## config.mk

```make
export PLATFORM = sky130hd
export DESIGN_NAME = prog_updown_counter_flat
export DESIGN_NICKNAME = d
export VERILOG_FILES = /design/src/rtl/prog_updown_counter_if.sv /design/src/rtl/prog_updown_counter.sv /design/src/flat_wrapper.sv
export SDC_FILE = /design/constraint.sdc
export NUM_CORES = 1
export LEC_CHECK = 0
export CAP_MARGIN = 20
export CORE_UTILIZATION = 35
export DETAILED_ROUTE_END_ITERATION = 12
export PLACE_DENSITY_LB_ADDON = 0.08
export RECOVER_POWER = 50
export SLEW_MARGIN = 20
export SYNTH_ARGS = -nofsm -noshare
export SYNTH_HDL_FRONTEND = slang
export SYNTH_SLANG_ARGS = --single-unit
```

## constraint.sdc

```tcl
create_clock -name clk -period 3.1 [get_ports clk]
set_clock_uncertainty 0.2 [all_clocks]
set_input_delay 0.62 -clock clk [delete_from_list [all_inputs] [get_ports clk]]
set_output_delay 0.62 -clock clk [all_outputs]
set_load 0.01 [all_outputs]
```

## src/rtl/prog_updown_counter_if.sv

```systemverilog
//------------------------------------------------------------------------------
// Module      : prog_updown_counter_if
// Description : Control/status bundle for prog_updown_counter. The master side
//               drives enable, direction, load and clear; the slave side
//               (the counter) returns count, terminal-count pulse and sticky
//               overflow.
// Revision    : 1.0 - initial release
//------------------------------------------------------------------------------
`default_nettype none

interface prog_updown_counter_if #(
   parameter int WIDTH = 16
);
   logic             en;
   logic             up_dn;
   logic             load;
   logic [WIDTH-1:0] load_val;
   logic             clear;
   logic [WIDTH-1:0] count;
   logic             tc;
   logic             overflow;

   modport master (
      output en,
      output up_dn,
      output load,
      output load_val,
      output clear,
      input  count,
      input  tc,
      input  overflow
   );

   modport slave (
      input  en,
      input  up_dn,
      input  load,
      input  load_val,
      input  clear,
      output count,
      output tc,
      output overflow
   );
endinterface

`default_nettype wire

```

## src/rtl/prog_updown_counter.sv

```systemverilog
//------------------------------------------------------------------------------
// Module      : prog_updown_counter
// Description : Up/down event/timebase counter with programmable modulus
//               (0..MAX_VAL), wrap or saturate at the limits, an enable
//               prescaler, synchronous clear/load, a one-cycle terminal-count
//               pulse and a sticky overflow flag.
// Revision    : 1.0 - initial release
//------------------------------------------------------------------------------
`default_nettype none

module prog_updown_counter #(
   parameter int               WIDTH    = 16,
   parameter logic [WIDTH-1:0] MAX_VAL  = {WIDTH{1'b1}},
   parameter int               SAT_MODE = 0,
   parameter int               PRESCALE = 1
) (
   input  wire logic             clk,
   input  wire logic             reset,
   prog_updown_counter_if.slave  bus
);

   // A prescale of zero is meaningless; treat it as "step every enabled clock".
   localparam int c_ps      = (PRESCALE < 1) ? 1 : PRESCALE;
   localparam int c_psw     = (c_ps > 1) ? $clog2(c_ps) : 1;
   localparam logic [c_psw-1:0] c_ps_last = c_psw'(c_ps - 1);
   localparam bit c_sat     = (SAT_MODE != 0);

   logic [WIDTH-1:0] r_count;
   logic [c_psw-1:0] r_psc;
   logic             r_tc;
   logic             r_overflow;

   logic             w_psc_last;
   logic             w_step;
   logic             w_at_max;
   logic             w_at_zero;
   logic             w_boundary;
   logic [WIDTH-1:0] w_load_clamped;
   logic [WIDTH-1:0] w_count_step;

   // Out-of-range load values are clamped so the count never leaves 0..MAX_VAL.
   assign w_load_clamped = (bus.load_val > MAX_VAL) ? MAX_VAL : bus.load_val;

   // A step fires on the enabled edge that completes a prescale period.
   assign w_psc_last = (r_psc == c_ps_last);
   assign w_step     = bus.en & w_psc_last;

   assign w_at_max   = (r_count == MAX_VAL);
   assign w_at_zero  = (r_count == '0);
   assign w_boundary = w_step & (bus.up_dn ? w_at_max : w_at_zero);

   // Next count for a step, including wrap/saturate behaviour at the limits.
   always_comb begin
      w_count_step = r_count;
      if (bus.up_dn) begin
         if (!w_at_max)
            w_count_step = r_count + 1'b1;
         else if (!c_sat)
            w_count_step = '0;
      end else begin
         if (!w_at_zero)
            w_count_step = r_count - 1'b1;
         else if (!c_sat)
            w_count_step = MAX_VAL;
      end
   end

   // Counter state: clear beats load beats step; tc is asserted only on a boundary edge.
   always_ff @(posedge clk or negedge reset) begin
      if (!reset) begin
         r_count    <= '0;
         r_psc      <= '0;
         r_tc       <= 1'b0;
         r_overflow <= 1'b0;
      end else if (bus.clear) begin
         r_count    <= '0;
         r_psc      <= '0;
         r_tc       <= 1'b0;
         r_overflow <= 1'b0;
      end else if (bus.load) begin
         r_count    <= w_load_clamped;
         r_psc      <= '0;
         r_tc       <= 1'b0;
      end else if (bus.en) begin
         r_psc      <= w_psc_last ? '0 : r_psc + 1'b1;
         r_tc       <= w_boundary;
         if (w_step)
            r_count <= w_count_step;
         if (w_boundary)
            r_overflow <= 1'b1;
      end else begin
         r_tc       <= 1'b0;
      end
   end

   assign bus.count    = r_count;
   assign bus.tc       = r_tc;
   assign bus.overflow = r_overflow;

endmodule

`default_nettype wire

```

## src/flat_wrapper.sv

```systemverilog
// flat-port wrapper written by rule: the top's interface ports become plain ports
module prog_updown_counter_flat 
#(
   parameter int               WIDTH    = 16,
   parameter logic [WIDTH-1:0] MAX_VAL  = {WIDTH{1'b1}},
   parameter int               SAT_MODE = 0,
   parameter int               PRESCALE = 1
)
  (clk, reset, bus_en, bus_up_dn, bus_load, bus_load_val, bus_clear, bus_count, bus_tc, bus_overflow);
  prog_updown_counter_if #(.WIDTH(WIDTH)) bus_i ();
  input  wire logic clk;
  input  wire logic reset;
  input wire logic [$bits(bus_i.en)-1:0] bus_en;
  input wire logic [$bits(bus_i.up_dn)-1:0] bus_up_dn;
  input wire logic [$bits(bus_i.load)-1:0] bus_load;
  input wire logic [$bits(bus_i.load_val)-1:0] bus_load_val;
  input wire logic [$bits(bus_i.clear)-1:0] bus_clear;
  output wire logic [$bits(bus_i.count)-1:0] bus_count;
  output wire logic [$bits(bus_i.tc)-1:0] bus_tc;
  output wire logic [$bits(bus_i.overflow)-1:0] bus_overflow;
  assign bus_i.en = bus_en;
  assign bus_i.up_dn = bus_up_dn;
  assign bus_i.load = bus_load;
  assign bus_i.load_val = bus_load_val;
  assign bus_i.clear = bus_clear;
  assign bus_count = bus_i.count;
  assign bus_tc = bus_i.tc;
  assign bus_overflow = bus_i.overflow;
  prog_updown_counter #(.WIDTH(WIDTH), .MAX_VAL(MAX_VAL), .SAT_MODE(SAT_MODE), .PRESCALE(PRESCALE)) u_core (.clk(clk), .reset(reset), .bus(bus_i));
endmodule
```

==> impl_results.rst <==
.. list-table::
   :header-rows: 1

   * - Metric
     - Value
   * - Worst setup slack for register-to-register paths
     - 0.65 ns
   * - Peak supply drop
     - roughly 260 µV
   * - Antenna cells
     - 0
   * - Number of standard-cell rows in the floorplan
     - 25
   * - Path length in cells of the critical path
     - 7
   * - Height of the chip
     - about 73 µm
   * - Die boundary width
     - approximately 73 µm
   * - Sum Neg Setup Slack
     - 0 ns
   * - Crit-path slowest cell
     - sky130_fd_sc_hd__or4_4
   * - Last element of the critical path
     - u_core.bus.count[0]
   * - Final hold violation count
     - 0
   * - Wire length of the first global-routing pass
     - around 9400 µm
   * - Number of synthesized flops with an enable pin
     - 0
   * - LEAKAGE
     - ~0.86 nW
   * - Count of final setup violators
     - 0
   * - Overall routed net length
     - around 5600 µm
   * - Number of buffers added for setup after CTS
     - 0
   * - Number of violations reported at the end of detailed-routing iteration 0
     - between 100 and 150
   * - Synthesized area per cell
     - around 7.9 µm²
   * - Most frequently used flop master after synthesis
     - sky130_fd_sc_hd__dfrtp_1
   * - Outcome
     - finished clean
   * - Transition time of the tightest slew-check pin
     - between 1 and 1.5 ns
   * - Number of slew-limit violations in the final report
     - 0
   * - Clock slew at the register clock pins of the worst setup and hold paths
     - approximately 0.080 ns
   * - Post-synthesis instance area
     - around 0.0018 mm²
   * - Max-slew headroom at the worst pin
     - approximately 27%
   * - Ratio of cells with drive above 1 in the final layout
     - under 10%
   * - Gr ovfl total
     - 0
   * - Number of maximum-capacitance constraint violations
     - 0
   * - Number of antenna violations at the first check in global routing
     - 0
   * - TritonCTS sink count
     - 18
   * - Synthesized Nets
     - approximately 250
   * - Critical Setup Path Class
     - in2reg
   * - Period Utilization, post-route
     - between 80% and 90%
   * - DP HPWL
     - 3941 µm
   * - Post-cts sizing count
     - 0
   * - Vias in the first global route
     - approximately 1800
   * - Ratio of routed vias to standard cells
     - about 6
   * - Total track usage
     - approximately 23%
   * - Initial cell density of the core
     - 36.94%
   * - Crit start category
     - primary input
   * - Reg-to-reg critical path startpoint
     - u_core.bus.count[1]
   * - Detailed Routing Iterations Pass 1
     - 5
   * - Critical path launch point
     - bus_up_dn
   * - Worst Hold Slack
     - about 0.32 ns
   * - Cell-by-cell listing of the critical path
     - clkdlybuf4s50_1 > nand4_1 > or4_4 > o21ai_4 > buf_4 > o21bai_1 > a22oi_1
   * - Port Buffer Count
     - 39
   * - Routed len/inst
     - around 17 µm
   * - Element type at the critical path end
     - flop
   * - Clock tree buffer depth
     - 2
   * - Number of H-tree levels
     - 1
   * - Setup repair after global routing missed its margin
     - false
   * - Clock tree from TritonCTS
     - done
   * - Crit path max-delay family
     - buffers and inverters
   * - Most common library cell in the layout ignoring fill and taps
     - sky130_fd_sc_hd__clkdlybuf4s50_1
   * - Final RePlAce weighted congestion
     - between 0.9 and 1
   * - Capture point of the worst reg-to-reg path
     - u_core.bus.count[0]
   * - Maximum number of pins on one net before global-route repair
     - 22
   * - Critical path's largest stage delay
     - just over 0.5 ns
   * - Power per Cell Area
     - around 360 mW/mm²
   * - # hold bufs at CTS
     - 0
   * - Num ports
     - 40
   * - Number of distinct standard cells referenced by the synthesized netlist
     - 61
   * - Cell chosen for the clock root
     - sky130_fd_sc_hd__clkbuf_8
   * - Cells after Synth
     - approximately 220
   * - Maximum clock rate
     - 395.5 MHz
   * - Required time of the worst setup path
     - ~3 ns
   * - Number of flip-flops and latches in the synthesized netlist
     - 18
   * - Worst-Skew Late Latency
     - between 0.2 and 0.3 ns
   * - Class of the tightest hold or removal check
     - reg2reg
   * - Nets@finish
     - 282
   * - Final routed DRC violation total
     - 0
   * - CP bufs+invs
     - 2
   * - Area enclosed by the die boundary
     - ~0.0054 mm²
   * - Area growth from synthesis to final layout
     - 26.58%
   * - Minimum period implied by the final worst setup slack
     - about 2.5 ns
   * - Leading cell types in the layout, fill and taps excluded
     - 29 x sky130_fd_sc_hd__clkdlybuf4s50_1, 20 x sky130_fd_sc_hd__nand2_1, 18 x sky130_fd_sc_hd__nor2_1, 18 x sky130_fd_sc_hd__dfrtp_1, 13 x sky130_fd_sc_hd__a21oi_1
   * - Number of CTS-inserted buffers
     - 3
   * - Placeable Area
     - just under 0.005 mm²
   * - Fraction of the yosys area taken by sequential cells
     - 25.32%
   * - Number of stages on the worst hold path
     - 2
   * - Worst R2R Path Depth
     - 7
   * - Fraction of registers with async set/reset
     - between 90% and 100%
   * - Maximum net fanout on the critical path
     - 7
   * - Post-route antenna net violation count
     - 0
   * - Arrival time of data at the critical path endpoint
     - 2.47 ns
   * - Via Count
     - between 1500 and 2000
   * - Count of warnings emitted by yosys
     - 0
[routing by layer]
layer  share of wire (%)  up-vias  GRT usage [%]
met2                  44       88          35.08
met5                   0        -              0
met3                 7.1       10          2.743
met1                  48      911          34.18
met4                 1.3        0          4.487
li1                    -      922              -
[stage by stage]
stage	instance area, µm²	setup WS [ns]	instances	power (mW)	utilization (%)
floorplan	1779	0.8300	224	0.4897	-
global placement	2201	0.3445	319	0.6048	45.69
detailed placement	2201	0.3021	319	0.6045	45.69
CTS	2256	0.5812	323	0.8162	46.83
global route	2252	0.4247	323	0.8610	46.75
finish	2252	0.5718	323	0.8092	46.75
[report_power, final]
group,switching [mW],internal (mW),total [mW]
clock network,0.0992,0.113,0.212
registers,0.0674,0.255,0.322
logic,0.137,0.138,0.275
[registers in the layout (all words and copies together), names as in the netlist]
name	flops
u_core.bus.count	16
u_core.bus.overflow	1
u_core.bus.tc	1
[worst reg2reg max path: stages, from the launching register on]
cell and delay (ns):
sky130_fd_sc_hd__dfrtp_1 0.49, sky130_fd_sc_hd__ha_1 0.27, sky130_fd_sc_hd__nand4_1 0.18, sky130_fd_sc_hd__or4_4 0.51, sky130_fd_sc_hd__o21ai_4 0.29, sky130_fd_sc_hd__buf_4 0.20
sky130_fd_sc_hd__o21bai_1 0.11, sky130_fd_sc_hd__a22oi_1 0.08
[cells by family (layout without fill, tap and decap cells)]
family                     Yosys count  after routing  share of synthesized area (%)
AOI/OAI and AO/OA                   71             71                          29.54
adders and majority gates            3              3                          2.110
and+or+nand+nor                     93             93                          28.97
buffers and inverters               29             61                          8.931
DFF                                 18             18                          25.32
muxes                                3              3                          1.688
xor gates and xnor gates             7              7                          3.446
[synth_stat cells (3+ instances only)]
cell                       number  area share (%)
sky130_fd_sc_hd__nor4b_1        3             1.5
sky130_fd_sc_hd__o21ai_1        3            0.84
sky130_fd_sc_hd__clkbuf_1       7             1.5
sky130_fd_sc_hd__a311o_1        3             1.7
sky130_fd_sc_hd__o21ai_0        8             2.3
sky130_fd_sc_hd__a22oi_1        7             3.0
sky130_fd_sc_hd__buf_2          4             1.1
sky130_fd_sc_hd__inv_1          8             1.7
sky130_fd_sc_hd__a21oi_1       13             3.7
sky130_fd_sc_hd__o21bai_1       3             1.3
sky130_fd_sc_hd__xor2_1         5             2.5
sky130_fd_sc_hd__mux2i_1        3             1.7
sky130_fd_sc_hd__and2_1         3             1.1
sky130_fd_sc_hd__ha_1           3             2.1
sky130_fd_sc_hd__nor4_1         7             2.5
sky130_fd_sc_hd__nor3_1         6             1.7
sky130_fd_sc_hd__dfrtp_1       18              25
sky130_fd_sc_hd__buf_6          4             2.5
sky130_fd_sc_hd__nor2_1        18             3.8
sky130_fd_sc_hd__a211oi_1       3             1.3
sky130_fd_sc_hd__or3_1          3             1.1
sky130_fd_sc_hd__nand3_1        7             2.0
sky130_fd_sc_hd__nand2_1       20             4.2
sky130_fd_sc_hd__a211o_1        4             2.0
sky130_fd_sc_hd__nand4_1       12             4.2
sky130_fd_sc_hd__buf_4          4             1.7
[cell type report]
cell class | instances | area, µm²
clock buffers | 4 | 55.05
well taps | 67 | 83.83
repair buffers | 48 | 454.2
fillers | 505 | 2565
multi-input cells | 177 | 1175
inverters | 9 | 33.78
flip-flops and latches | 18 | 450.4
[worst min path at each step]
stage / from / slack [ns] / endpoint
2_1_floorplan: reset / 0.12 / u_core.bus.count[0]
3_3_place_gp: u_core.bus.overflow / 0.32 / u_core.bus.overflow
3_5_place_dp: u_core.bus.overflow / 0.32 / u_core.bus.overflow
4_1_cts: u_core.bus.overflow / 0.33 / u_core.bus.overflow
5_1_grt: u_core.bus.overflow / 0.36 / u_core.bus.overflow
6_report: u_core.bus.overflow / 0.32 / u_core.bus.overflow
(Power assumes the default switching activity.)
